**config.mk**
```make
export PLATFORM = sky130hd
export DESIGN_NAME = rr_arbiter_4
export DESIGN_NICKNAME = d
export VERILOG_FILES = /design/src/rtl/rr_arbiter_4.sv
export SDC_FILE = /design/constraint.sdc
export NUM_CORES = 1
export LEC_CHECK = 0
export BUFFER_PORTS_ARGS = -buffer_cell sky130_fd_sc_hd__buf_2
export CORE_ASPECT_RATIO = 0.6
export CORE_MARGIN = 3
export CORE_UTILIZATION = 54
export CTS_BUF_LIST = sky130_fd_sc_hd__clkbuf_2 sky130_fd_sc_hd__clkbuf_4 sky130_fd_sc_hd__clkbuf_8
export DETAILED_ROUTE_END_ITERATION = 10
export PLACE_DENSITY_LB_ADDON = 0.3
export SYNTH_ARGS = -nofsm -noshare
export SYNTH_HDL_FRONTEND = slang
export SYNTH_SLANG_ARGS = --single-unit
```
**constraint.sdc**
```tcl
create_clock -name clk -period 1.8 [get_ports clk]
set_input_delay 0.27 -clock clk [delete_from_list [all_inputs] [get_ports clk]]
set_output_delay 0.27 -clock clk [all_outputs]
set_load 0.01 [all_outputs]
```
**src/rtl/rr_arbiter_4.sv**
```systemverilog
// Four-way round-robin arbiter with an optional hold limit.
// A single owner holds the shared resource at a time. The owner releases by
// dropping its request. If MAX_HOLD is nonzero, ownership is also forced to
// rotate after MAX_HOLD consecutive cycles whenever another requester waits.
// All outputs come straight from flops, so no combinational path runs from
// req to gnt/gnt_idx/gnt_valid.
module rr_arbiter_4 #(
  parameter int MAX_HOLD = 8
) (
  input  logic       clk,
  input  logic       rst_n,
  input  logic [3:0] req,
  output logic [3:0] gnt,
  output logic [1:0] gnt_idx,
  output logic       gnt_valid
);

  // Hold counter wide enough to reach MAX_HOLD (at least one bit)
  localparam int HW = (MAX_HOLD < 1) ? 1 : $clog2(MAX_HOLD + 1);
  localparam logic [HW-1:0] HOLD_LIM = HW'(MAX_HOLD);
  localparam logic [HW-1:0] CNT_ONE  = HW'(1);
  localparam logic          LIMIT_EN = (MAX_HOLD != 0);

  typedef enum logic {
    IDLE = 1'b0,
    BUSY = 1'b1
  } state_t;

  state_t          state;
  logic [1:0]      owner;
  logic [1:0]      ptr;
  logic [HW-1:0]   hold_cnt;
  logic [3:0]      gnt_reg;

  logic [3:0]      others;
  logic            released;
  logic            at_limit;
  logic [1:0]      pick_req;
  logic [1:0]      pick_oth;

  // First set bit of mask scanning p, p+1, p+2, p+3 (mod 4).
  // Iterating the scan backwards lets the earliest hit win the last write.
  function automatic logic [1:0] pick(input logic [3:0] mask, input logic [1:0] p);
    logic [1:0] res;
    logic [1:0] idx;
    res = p;
    for (int k = 3; k >= 0; k--) begin
      idx = p + 2'(k);
      if (mask[idx]) res = idx;
    end
    return res;
  endfunction

  // 2-to-4 decode: index 0 -> 0001 ... index 3 -> 1000
  function automatic logic [3:0] onehot(input logic [1:0] idx);
    return 4'b0001 << idx;
  endfunction

  // Requests from everyone except the current owner
  generate
    for (genvar gi = 0; gi < 4; gi++) begin : g_others
      assign others[gi] = req[gi] & (owner != 2'(gi));
    end
  endgenerate

  assign released = ~req[owner];
  assign at_limit = LIMIT_EN && (hold_cnt == HOLD_LIM);
  assign pick_req = pick(req, ptr);
  assign pick_oth = pick(others, ptr);

  assign gnt       = gnt_reg;
  assign gnt_idx   = owner;

  // Arbitration FSM; every output change lands on a single clock edge
  always_ff @(posedge clk or negedge rst_n) begin
    if (!rst_n) begin
      state     <= IDLE;
      owner     <= 2'd0;
      ptr       <= 2'd0;
      hold_cnt  <= '0;
      gnt_reg   <= 4'b0000;
      gnt_valid <= 1'b0;
    end else begin
      case (state)
        IDLE: begin
          if (req != 4'b0000) begin
            state     <= BUSY;
            owner     <= pick_req;
            ptr       <= pick_req + 2'd1;
            hold_cnt  <= CNT_ONE;
            gnt_reg   <= onehot(pick_req);
            gnt_valid <= 1'b1;
          end
        end
        BUSY: begin
          if ((released || at_limit) && (others != 4'b0000)) begin
            // Handover to the next waiting requester, no idle cycle
            owner     <= pick_oth;
            ptr       <= pick_oth + 2'd1;
            hold_cnt  <= CNT_ONE;
            gnt_reg   <= onehot(pick_oth);
            gnt_valid <= 1'b1;
          end else if (released) begin
            // Nobody else waiting: drop to idle, ptr keeps its last value
            state     <= IDLE;
            owner     <= 2'd0;
            hold_cnt  <= '0;
            gnt_reg   <= 4'b0000;
            gnt_valid <= 1'b0;
          end else if (at_limit) begin
            // Limit reached but nobody to rotate to: start a new hold window
            hold_cnt  <= CNT_ONE;
          end else if (hold_cnt != {HW{1'b1}}) begin
            hold_cnt  <= hold_cnt + CNT_ONE;
          end
        end
        default: begin
          state     <= IDLE;
          owner     <= 2'd0;
          hold_cnt  <= '0;
          gnt_reg   <= 4'b0000;
          gnt_valid <= 1'b0;
        end
      endcase
    end
  end

endmodule

```
# ---- Word-level counts from Yosys, hierarchy flattened
# Cells that the tools add are included.
dict set report totals {
  reg_bits 14
  inputBits 6
  out_inout_bits 7
}
dict set report classes {
  addsub 6
  n_lt_le_gt_ge 5
  n_eq_ne 9
  shift 2
  muxes 51
  n_bitwise 6
  n_reduce_logical 8
}
# operator n
set ops {}
lappend ops {{4-bit two-way mux} 8}
lappend ops {{2-bit two-way mux} 13}
lappend ops {{1-bit binary-select mux with 2-bit select} 9}
lappend ops {{4-bit one-hot mux with 2 select lines} 2}
lappend ops {{2-bit by 3-bit less-than comparator with 1-bit output (second input constant)} 5}
lappend ops {{1-bit two-way mux} 15}
lappend ops {{2-bit one-hot mux with 2 select lines} 2}
lappend ops {{4-bit nonzero test} 2}
lappend ops {{1-bit by 2-bit left shift with 4-bit output (first input constant)} 2}
lappend ops {{2-bit by 1-bit adder with 2-bit output (second input constant)} 3}
lappend ops {{2-bit != test (second input constant)} 3}
lappend ops {{2-bit AND reduction} 3}
lappend ops {{5-bit by 3-bit != test with 1-bit output (second input constant)} 1}
lappend ops {{2-bit adder (second input constant)} 2}
lappend ops {{4-bit by 1-bit adder with 4-bit output (second input constant)} 1}
lappend ops {{1-bit bitwise AND} 4}
lappend ops {{4-bit == test (second input constant)} 1}
lappend ops {{2-bit by 1-bit != test with 1-bit output (second input constant)} 2}
lappend ops {{4-bit != test (second input constant)} 1}
lappend ops {{1-bit one-hot mux with 2 select lines} 2}
lappend ops {{3-bit by 2-bit != test with 1-bit output (second input constant)} 1}
lappend ops {{1-bit NOT} 2}
lappend ops {{2-bit nonzero test} 1}
lappend ops {{1-bit logical AND} 1}
lappend ops {{1-bit logical OR} 1}

# ---- Logic depth before layout (Yosys ltp)
dict set report depth {
  ltp_word 11
  depth_mapped 7
  depth_no_buf 7
}

# ---- Worst setup path after synthesis
# Ideal clock, no wire load.
dict set report synth_timing {
  path_type {register -> register}
  from {reg owner[0], in the netlist gnt_idx[0]}
  to {reg gnt_reg[1], in the netlist gnt[1]}
  setup_ps 125
  t_arrival_ps 1898
  t_required_ps 1675
  path_slack_ps -223
  stages_incl_launch_ff 7
  path_buffers 0
  synth_period_minus_slack_ps 2023
  path_cell_list {dfrtp_1 -> and2_2 -> or4_1 -> a21oi_2 -> o31ai_1 -> nand2_2 -> mux2_2}
}
dict set report synth_between {
  elab_chain_cells 11
  elab_cells_between_ends 31
  classes_between {eq/ne: 4; shift: 1; mux: 16; bitwise: 5; reduce/logical: 5}
}
# element line_no
set synth_lines {}
lappend synth_lines {{start: declaration} 30} ;# logic [1:0] owner;
lappend synth_lines {{start signal: assignment} 88} ;# owner <= pick_req;
lappend synth_lines {{start signal: assignment} 98} ;# owner <= pick_oth;
lappend synth_lines {{2-bit by 1-bit != test with 1-bit output, or another cell as far along} 62} ;# assign others[gi] = req[gi] & (owner != 2'(gi));
lappend synth_lines {{1-bit bitwise AND} 62}
lappend synth_lines {{1-bit binary-select mux with 2-bit select} 49} ;# if (mask[idx]) res = idx;
lappend synth_lines {{1-bit two-way mux (implied by the code)} 49}
lappend synth_lines {{2-bit two-way mux (4 in series)} 49}
lappend synth_lines {{1-bit by 2-bit left shift with 4-bit output} 56} ;# return 4'b0001 << idx;
lappend synth_lines {{4-bit two-way mux} 96} ;# if ((released || at_limit) && (others != 4'b0000)) begin
lappend synth_lines {{4-bit one-hot mux with 2 select lines} 84} ;# case (state)
lappend synth_lines {{end signal: assignment} 91} ;# gnt_reg <= onehot(pick_req);
lappend synth_lines {{end signal: assignment} 101} ;# gnt_reg <= onehot(pick_oth);
lappend synth_lines {{end: declaration} 33} ;# logic [3:0] gnt_reg;
# Several ways; a longest one is shown, not always the timed one. The select of a mux whose other input is x is not followed.
# A chain may end at the register's enable or synchronous reset.

# ---- Worst setup path in the final report
# Ends and elaborated chain as after synthesis.

==> flow_summary_export.csv <==
group,metric,value,unit
critical_path,timing.critical_path.max_delay_family,"compound AO/OA/AOI/OAI gates",
logic_synthesis,synthesized_area_per_cell,8.459,µm²
critical_path,worst-setup-path-type,"register to register",
timing,timing.setup.tns,-3.359,ns
floorplan,die-width,66.89,µm
clock_network,cts_tree,"built",
timing,fin_ws,-0.4733,ns
clock_network,worstSkewPairLatency,0.26,ns
timing,worst_pin_slew,0.4578,ns
logic_synthesis,synth_cells,142,
critical_path,crit_buf_inv,1,
logic_synthesis,synth-compound-area-share,30.10,%
global_route,grt_remaining_overflow,0,
pwr,power_leakage,0.0008336,µW
final_layout,drive_above_1_share,51.27,%
clock_network,clk_pin_slew,0.07,ns
final_layout,stdcell_count,225,
global_route,busiest_layer,"met2",
global_route,grt_pass1_vias,1496,
drt,detailed_route_wl,6033,µm
global_route,grt_util_met1,48.04,%
clock_network,root_buffer,"clkbuf_8",
timing,slew_viol_final,0,
drt,post_drt_wl_per_cell,26.81,µm
floorplan,ioPinCount,13,
logic_synthesis,yosys_register_bits,14,
timing,max_clock_freq,439.9,MHz
global_route,global_route.usage.total,37.23,%
final_layout,antenna-diode-count,0,
logic_synthesis,muxShareOfSynthArea,5.521,%
placement,finalWeightedCongestion,0.9399,
timing,relSlewSlack,69.48,%
drt,drt-vias-per-instance,7.809,
floorplan,initial_core_util,61.07,%
logic_synthesis,post_synth_xor_area_fraction,0,%
final_layout,nets,206,
logic_synthesis,synth.cell_area,0.001201,mm²
logic_synthesis,asyncSetResetFlopFracSynth,100.0,%
global_route,grt_use_met3,10.46,%
critical_path,path_cells,"buf_6 -> nor2b_1 -> o21ai_0 -> a32oi_2 -> nand2_1 -> a32o_1 -> mux2_2",
global_route,grt_first_pass_wirelength,7790,µm
clock_network,clock_path_buffers,2,
placement,dpl-instance-area,0.001592,mm²
logic_synthesis,post_synth_edffs,0,
timing,finClkSkew,0.004183,ns
placement,dp_worst_setup_slack,-0.2914,ns
floorplan,placementRows,12,
floorplan,dieArea,0.002845,mm²
global_route,grt.met2_usage,58.07,%
placement,dp.final_hpwl,2927,µm
status,outcome,"finished with violations",
drt,drt_iter0_markers,457,
critical_path,critPathMaxStageDelay,0.48,ns
pwr,power.density,1797,mW/mm²
critical_path,startpoint_type,"register",
timing,rsz0062_at_grt,"yes",
logic_synthesis,yosysUniqueCellTypes,51,
clock_network,cts-buffers-inserted,3,
critical_path,critical_path.endpoint_type,"register",
timing,final.min_clock_period,2.273,ns
global_route,grt_antenna_before_repair,0,
job,max-cap-violations,0,
timing,final_min_period_over_clock_period,126.3,%
logic_synthesis,share_of_the_yosys_chip_area_belonging_to_registers,29.17,%
timing,final-hold-violation-count,0,
clock_network,cts.htree.levels,1,
floorplan,area_of_the_core,0.001967,mm²
logic_synthesis,synth_top_family_by_area,"compound AO/OA/AOI/OAI gates",
final_layout,layout.filler_cells,55,
logic_synthesis,basic_gate_share_of_the_synthesized_area_counting_and_or_nand_and_nor_cells,27.29,%
critical_path,slowest_stage,"dfrtp_2",
drt,routed-via-count,1757,
final_layout,syn2layout_area_growth,55.10,%
critical_path,arrival,2.41,ns
logic_synthesis,synth.net_count,150,
global_route,largest_net_degree_at_the_start_of_global_routing,15,
status,failed_checks,"setup timing",
floorplan,die_y,42.53,µm
logic_synthesis,yosysWarningCount,0,
pwr,max-vdd-ir-drop,1.283,mV
logic_synthesis,ys.flop_type,"dfrtp_1",
timing,setup_violations,11,
critical_path,worst-endpoint-required,1.94,ns
placement,placedCellCount,213,
drt,ant_nets,0,
drt,drc_errors,0,
min_path,timing.hold.worst.class,"input pin to asynchronous set/reset pin",
drt,drtPass1Iterations,8,
clock_network,cts.sink_count,14,
placement,placement.io_buffers,12,
critical_path,crit_path_max_fanout,6,
logic_synthesis,synth_adder_area_share,2.083,%
final_layout,post-route-cell-area,0.001863,mm²
## area by class of cell
type                       instances  area [µm²]  area share, %
inverter                           7       26.28          1.410
sequential                        14       354.1          19.01
timing repair buffer              59       437.9          23.51
multi-input combinational        113       954.7          51.24
clock buffer                       4       55.05          2.955
tap                               28       35.03          1.880
## cells by family after synthesis
group,count (synthesis)
adders and majority gates,2
and+or+nand+nor,55
muxes,5
AOI/OAI and AO/OA,51
buffers and inverters,15
DFF,14
## power breakdown
part | total, µW | switching (µW) | internal (µW) | leakage [µW]
registers | 604 | 157 | 448 | 0.000168
clock network | 329 | 134 | 195 | 0.0000288
logic | 2420 | 1270 | 1140 | 0.000637
## layout by cell type, fill, tap and decap left out, types with 4 or more instances in the layout
master / instances
a21oi_1: 7
and2_4: 4
buf_2: 12
buf_4: 40
buf_6: 6
clkbuf_8: 4
dfrtp_1: 11
inv_1: 7
nand2_1: 12
nand2b_1: 6
nor2_1: 5
o21ai_0: 7
o22ai_1: 5
## path summary, 6_finish.rpt
kind / startpoint / to / slack, ns / cells after the start
min reg2reg: gnt[2] / gnt[2] / 0.52 / 1
max reg2reg: gnt_idx[0] / gnt[1] / -0.47 / 7
max in group asynchronous: rst_n / gnt_idx[1] / 1.03 / 2
min: rst_n / hold_cnt[3] / 0.47 / 2
max: gnt_idx[0] / gnt[1] / -0.47 / 7
min in group clk: req[1] / state / 0.52 / 4
## per-stage QoR
step / utilization (%) / power [µW] / hold slack (ns)
after floorplan: - / 1593 / -0.02559
after global routing: 94.72 / 3453 / 0.4976
after global placement: 80.92 / 2168 / 0.1776
after CTS: 89.50 / 2852 / 0.4307
after detailed placement: 80.92 / 2266 / 0.1922
final: 94.72 / 3348 / 0.4709
## cell usage after synthesis, types with 2 or more instances
library cell | count | area share (%)
dfrtp_1 | 14 | 29
nand2_1 | 12 | 3.7
a21oi_1 | 8 | 3.3
inv_1 | 7 | 2.2
o21ai_0 | 7 | 2.9
nand2b_1 | 6 | 3.1
nor2_1 | 6 | 1.9
o22ai_1 | 6 | 3.1
buf_2 | 5 | 2.1
nor2b_1 | 4 | 2.1
o31ai_1 | 4 | 2.5
a31oi_1 | 3 | 1.6
and2_1 | 3 | 1.6
nand3_1 | 3 | 1.2
nor4_1 | 3 | 1.6
o21a_1 | 3 | 1.9
o2bb2ai_1 | 3 | 2.2
or2_2 | 3 | 1.6
a21o_1 | 2 | 1.2
a32oi_1 | 2 | 1.5
a41oi_1 | 2 | 1.5
and2_2 | 2 | 1.2
buf_4 | 2 | 1.2
ha_1 | 2 | 2.1
mux2_2 | 2 | 1.9
o22a_1 | 2 | 1.5
or4_1 | 2 | 1.2
## metal layers
layer / vias up / share of wire (%) / wire length (µm)
met5: - / 0 / 0
met3: 92 / 17 / 1047
met1: 779 / 35 / 2086
met2: 241 / 39 / 2366
li1: 645 / - / -
met4: 0 / 8.8 / 533
## what timing repair did
| item | 4_1_cts | 5_1_grt |
|---|---|---|
| setup endpoints to repair | 11 | 11 |
| gates resized for setup | 19 | 13 |
| gates cloned | 0 | 0 |
| hold buffers | 1 | 0 |
| setup buffers | 2 | 6 |
| pin swaps | 5 | 9 |
| hold endpoints to repair | 14 | 0 |
(Power assumes the default switching activity.)
